`src/rtl/dram_pkg.sv`:
```
// Shared DRAM port definitions: request encodings, lane geometry and writer state.
package dram_pkg;

  localparam int LANES  = 16;
  localparam int ADDR_W = 64;
  localparam int DATA_W = 8;

  localparam logic [1:0] RDWR_IDLE  = 2'b00;
  localparam logic [1:0] RDWR_READ  = 2'b01;
  localparam logic [1:0] RDWR_WRITE = 2'b10;

  typedef logic [LANES-1:0][ADDR_W-1:0] lane_addr_t;
  typedef logic [LANES-1:0][DATA_W-1:0] lane_data_t;

  typedef enum logic [2:0] {
    IDLE,
    FILL,
    ISSUE,
    WAIT,
    DONE
  } wr_state_t;

endpackage

```
`src/rtl/lane_ack_tracker.sv`:
```
// Tracks which lanes of the outstanding burst have been acknowledged by DRAM.
module lane_ack_tracker #(
  parameter int LANES = dram_pkg::LANES
) (
  input  logic             clk,
  input  logic             reset,
  input  logic             load,
  input  logic [LANES-1:0] load_mask,
  input  logic             accumulate,
  input  logic [LANES-1:0] dram_valid,
  output logic             burst_complete
);

  logic [LANES-1:0] issued_mask;
  logic [LANES-1:0] ack_mask;

  // Loading a new burst wins over any completion arriving on the same edge.
  always_ff @(posedge clk) begin
    if (!reset) begin
      issued_mask <= '0;
      ack_mask    <= '0;
    end else if (load) begin
      issued_mask <= load_mask;
      ack_mask    <= '0;
    end else if (accumulate) begin
      ack_mask <= ack_mask | (dram_valid & issued_mask);
    end
  end

  assign burst_complete = (ack_mask == issued_mask);

endmodule

```
`src/rtl/ser_out_writer.sv`:
```
// Packs the serializer byte stream into LANES-wide DRAM write bursts at descending addresses.
module ser_out_writer
  import dram_pkg::*;
#(
  parameter int LANES  = dram_pkg::LANES,
  parameter int ADDR_W = dram_pkg::ADDR_W,
  parameter int DATA_W = dram_pkg::DATA_W
) (
  input  logic                          clk,
  input  logic                          reset,
  input  logic                          start,
  input  logic [ADDR_W-1:0]             base_addr,
  input  logic                          in_valid,
  input  logic [DATA_W-1:0]             in_byte,
  input  logic                          in_last,
  output logic                          in_ready,
  output logic [LANES-1:0]              dram_en,
  output logic [1:0]                    dram_rdwr,
  output logic [LANES-1:0][ADDR_W-1:0]  dram_addr,
  output logic [LANES-1:0][DATA_W-1:0]  data_to_dram,
  input  logic [LANES-1:0]              dram_valid,
  output logic [ADDR_W-1:0]             bytes_written,
  output logic                          done
);

  localparam int FILL_W = $clog2(LANES + 1);
  localparam int IDX_W  = $clog2(LANES);

  wr_state_t         state, state_nxt;
  logic [FILL_W-1:0] fill;
  logic [ADDR_W-1:0] cur_addr;
  logic              burst_last;
  logic [DATA_W-1:0] lane_buf [LANES];
  logic [LANES-1:0]  fill_mask;
  logic              burst_complete;
  logic              accept;

  assign accept = (state == FILL) && in_valid;

  always_comb begin
    fill_mask = '0;
    for (int i = 0; i < LANES; i++) begin
      if (i < int'(fill)) fill_mask[i] = 1'b1;
    end
  end

  always_ff @(posedge clk) begin
    if (!reset) state <= IDLE;
    else        state <= state_nxt;
  end

  always_comb begin
    state_nxt    = state;
    in_ready     = 1'b0;
    dram_en      = '0;
    dram_rdwr    = RDWR_IDLE;
    dram_addr    = '0;
    data_to_dram = '0;
    done         = 1'b0;
    case (state)
      IDLE: begin
        if (start) state_nxt = FILL;
      end
      FILL: begin
        in_ready = 1'b1;
        if (in_valid && (in_last || fill == FILL_W'(LANES - 1))) state_nxt = ISSUE;
      end
      ISSUE: begin
        dram_en   = fill_mask;
        dram_rdwr = RDWR_WRITE;
        for (int i = 0; i < LANES; i++) begin
          dram_addr[i]    = cur_addr - ADDR_W'(i);
          data_to_dram[i] = fill_mask[i] ? lane_buf[i] : '0;
        end
        state_nxt = WAIT;
      end
      WAIT: begin
        if (burst_complete) state_nxt = burst_last ? DONE : FILL;
      end
      DONE: begin
        done      = 1'b1;
        state_nxt = IDLE;
      end
      default: state_nxt = IDLE;
    endcase
  end

  // Burst bookkeeping; cur_addr is pure datapath and is reloaded on every start.
  always_ff @(posedge clk) begin
    if (!reset) begin
      fill          <= '0;
      bytes_written <= '0;
      burst_last    <= 1'b0;
    end else begin
      case (state)
        IDLE: begin
          if (start) begin
            cur_addr      <= base_addr;
            bytes_written <= '0;
            fill          <= '0;
            burst_last    <= 1'b0;
          end
        end
        FILL: begin
          if (in_valid) begin
            fill <= fill + FILL_W'(1);
            if (in_last) burst_last <= 1'b1;
          end
        end
        WAIT: begin
          if (burst_complete) begin
            bytes_written <= bytes_written + ADDR_W'(fill);
            cur_addr      <= cur_addr - ADDR_W'(fill);
            fill          <= '0;
          end
        end
        default: ;
      endcase
    end
  end

  always_ff @(posedge clk) begin
    if (accept) lane_buf[fill[IDX_W-1:0]] <= in_byte;
  end

  lane_ack_tracker #(
    .LANES (LANES)
  ) u_ack (
    .clk            (clk),
    .reset          (reset),
    .load           (state == ISSUE),
    .load_mask      (fill_mask),
    .accumulate     (state == WAIT),
    .dram_valid     (dram_valid),
    .burst_complete (burst_complete)
  );

endmodule

```
`config.mk`:
```
export PLATFORM = sky130hd
export DESIGN_NAME = ser_out_writer
export DESIGN_NICKNAME = d
export VERILOG_FILES = /design/src/rtl/dram_pkg.sv /design/src/rtl/lane_ack_tracker.sv /design/src/rtl/ser_out_writer.sv
export SDC_FILE = /design/constraint.sdc
export NUM_CORES = 2
export LEC_CHECK = 0
export ABC_AREA = 1
export BUFFER_PORTS_ARGS = -buffer_cell sky130_fd_sc_hd__buf_4
export CORE_AREA = 5 5 519 521
export DETAILED_ROUTE_END_ITERATION = 16
export DIE_AREA = 0 0 524 526
export GPL_ROUTABILITY_DRIVEN = 0
export PLACE_DENSITY_LB_ADDON = 0.08
export REMOVE_ABC_BUFFERS = 1
export SYNTH_ARGS = -nofsm -noshare
export SYNTH_HDL_FRONTEND = slang
export SYNTH_HIERARCHICAL = 1
export SYNTH_SLANG_ARGS = --single-unit
```
`constraint.sdc`:
```
create_clock -name clk -period 7.1 [get_ports clk]
set_input_delay 0.355 -clock clk [delete_from_list [all_inputs] [get_ports clk]]
set_output_delay 0.355 -clock clk [all_outputs]
set_load 0.02 [all_outputs]
```
==> results_dict.tcl <==
set metrics [dict create \
    mostFrequentLayoutCells "buf_4, nand2_1, nor2_1" \
    num_vias 46580 \
    regToRegStartpoint "cur_addr[28]" \
    start_util 0.1294 \
    final_nets 7178 \
    cts.path.max_buffers 3 \
    die_x_microns 524 \
    drtAntennaViolNets 0 \
    io_pins 1329 \
    synth_cells 5930 \
    wire_per_inst_microns 31.26 \
    p_per_area_nw_per_um2 311.4 \
    clock_latency_ns 0.70 \
    critical_path_class "reg -> out" \
    preCtsSetupSlack_ns 1.482 \
    p_leak_nw 20.60 \
    via_per_inst 4.375 \
    holdWs_ns 0.06984 \
    antenna_found_initial 26 \
    slew_viol_final 0 \
    status "complete, but fails checks" \
    setup_violations 0 \
    drc 0 \
    worst_slack_ns 0.9309 \
    grt-ovfl-total 0 \
    hold_viol 0 \
    synth_top_flop_cell "edfxtp_1" \
    cp.required_ns 6.74 \
    fill_cells 30790 \
    finalClockSkew_ns 0.06110 \
    dieArea_sq_um 275600 \
    async_reset_ff_frac 0 \
    fp.dieH_microns 526 \
    ys_ff_latch 297 \
    seq_area_frac_synth 0.2302 \
    fin_total_pwr_mw 15.52 \
    hp-class "in -> reg" \
    maxCapViolations 1 \
    core-area_sq_um 264100 \
    synthToLayoutAreaGrowth_pct 45.82 \
    syn_avg_cell_area_sq_um 5.764 \
    hpwlAfterDp_mm 271.1 \
    synth_edf_count 192 \
    drive_above_1_share 0.2493 \
    end_kind "output port" \
    reg2regPathDepth 9 \
    ys_warn_count 6 \
    clockRootBuffer "clkbuf_16" \
    setup-tns-final_ns 0 \
    max_slew_margin 0.01100 \
    peakVddDrop_uv 205.4 \
    startpoint "cur_addr[2]" \
    period_share 0.8689 \
    grt_pass1_vias 45140 \
    cts-buffers-inserted 49 \
    wl_mm 332.8 \
    clk_pin_slew_ns 0.07 \
    arrival_ns 5.81 \
    synth_area_sq_um 34180 \
    first_pass_iters 6 \
    startpoint_type "flop" \
    worst_slew_pin_slew_ns 1.478 \
    period_needed_ns 6.169 \
    r2r_end "cur_addr[45]" \
    dr.first_iter.drc_count 3610 \
    grt_max_degree 151 \
    port_buffers 1327 \
    synth.distinct_cells 47 \
    grt_pass1_wl_mm 433.6 \
    r2r_slack_ns 3.18 \
    cts_tree "done" \
    rsz0062_at_grt "no" \
    cts.sinks 297 \
    post_cts_buffers 0 \
    htree_levels 2 \
    path_max_fanout 9 \
    layout_commonest_cell "buf_4" \
    endpoint "dram_addr[162]" \
    violations "max-capacitance violations" \
    grtUsageTotal 0.2281 \
    max_freq_mhz 162.1 \
    rows 189 \
]
==> logic make-up (layout without fill, tap and decap cells) <==
group | Yosys count | in the layout | synth area share
other | 1 | 21 | 0.0001097
adder cells (fa/ha/maj) | 31 | 31 | 0.01179
AO/OA/AOI/OAI | 1512 | 1512 | 0.2252
flip-flops | 297 | 297 | 0.2302
AND/OR/NAND/NOR | 3020 | 3020 | 0.3898
buffers and inverters | 981 | 2146 | 0.1203
XOR/XNOR | 88 | 88 | 0.02255
==> report_power, final <==
| part | total, mW | leakage, nW | switching, mW | internal [mW] |
|---|---|---|---|---|
| Combinational | 10.5 | 17.2 | 7.58 | 2.89 |
| Clock | 2.65 | 0.822 | 1.16 | 1.50 |
| Sequential | 2.39 | 2.60 | 0.337 | 2.05 |
==> how the worst min path moves through the flow <==
stage | end | slack (ns) | start | cells past startpoint
after floorplan | state[2] | 0.44 | burst_last | 2
final | cur_addr[50] | 0.07 | base_addr[50] | 3
after detailed placement | u_ack/ack_mask[0] | 0.45 | u_ack/ack_mask[0] | 2
after global placement | u_ack/ack_mask[0] | 0.45 | u_ack/ack_mask[0] | 2
after CTS | cur_addr[1] | 0.003 | base_addr[1] | 3
after global routing | cur_addr[19] | 0.03 | base_addr[19] | 3
==> registers in the layout, indices dropped and copies added, names as in the netlist <==
signal	count
burst_last	1
bytes_written	64
cur_addr	64
fill	5
lane_buf	128
state	3
u_ack/ack_mask	16
u_ack/issued_mask	16
==> cells in the mapped netlist (2+ instances only) <==
cell / instances / share of area
nor4_1: 6 / 0.0011
nor3_2: 15 / 0.0044
buf_6: 13 / 0.0043
nand2_2: 30 / 0.0055
clkbuf_1: 269 / 0.030
nand3b_1: 5 / 0.0011
a31oi_1: 49 / 0.0090
nor2_8: 6 / 0.0035
xor2_1: 75 / 0.019
nor2_4: 48 / 0.016
nand2_4: 12 / 0.0040
a21oi_1: 816 / 0.12
nor3_1: 427 / 0.063
inv_1: 494 / 0.054
nor3b_1: 4 / 0.00088
ha_1: 29 / 0.011
nor2_2: 91 / 0.017
clkbuf_2: 2 / 0.00029
xnor2_1: 13 / 0.0033
inv_2: 29 / 0.0032
edfxtp_1: 192 / 0.17
o211ai_1: 2 / 0.00044
dfxtp_1: 105 / 0.062
nand3_2: 4 / 0.0012
and2_1: 2 / 0.00037
o21ai_1: 24 / 0.0035
nor3_4: 2 / 0.00095
nand3_1: 219 / 0.032
a21oi_2: 7 / 0.0018
nand2_1: 1119 / 0.12
buf_2: 68 / 0.010
o21a_1: 9 / 0.0020
clkinv_1: 27 / 0.0030
nor2_1: 983 / 0.11
fa_1: 2 / 0.0012
o31ai_1: 4 / 0.00088
buf_1: 13 / 0.0014
buf_4: 64 / 0.014
o21ai_0: 599 / 0.088
or2_2: 3 / 0.00055
nand4_1: 43 / 0.0079
==> area by class of cell <==
type / instances / area, sq um / area share
diodes: 20 / 50.05 / 0.001004
clock buffers: 55 / 1289 / 0.02586
repair buffers: 1502 / 11520 / 0.2311
inverters: 552 / 2088 / 0.04190
flip-flops and latches: 297 / 7868 / 0.1579
multi-input cells: 4652 / 22230 / 0.4460
clock inverters: 37 / 376.6 / 0.007557
well taps: 3533 / 4420 / 0.08870
==> through the flow <==
stage | instance area (sq um) | util | cells
global route | 49800 | 0.1885 | 10630
CTS | 49790 | 0.1885 | 10630
finish | 49840 | 0.1887 | 10650
global placement | 47410 | 0.1795 | 10470
floorplan | 32140 | - | 5501
detailed placement | 47410 | 0.1795 | 10470
==> per-layer routing <==
metal  share of wire  vias to the layer above  global-route usage
met1            0.40                    22580              0.2641
met2            0.50                     1823              0.4095
met4           0.041                        8             0.07840
met3           0.067                      313             0.05167
li1                -                    21860                   -
met5         0.00012                        -                   0
==> what timing repair did <==
action                                 CTS  global route
endpoints found under the hold margin   71             0
hold buffers                            71             0
gates resized for setup                  0             0
==> worst max-delay path: stages (launching register included) <==
cell      delay [ns]
edfxtp_1        0.51
inv_1           0.59
ha_1            0.70
nand2_1         0.38
nor2_2          0.75
nand2_1         0.57
nor2_2          0.47
a21oi_1         0.13
nor3_1          0.73
buf_4           0.28
No activity file was read; power rests on OpenSTA's default activity.
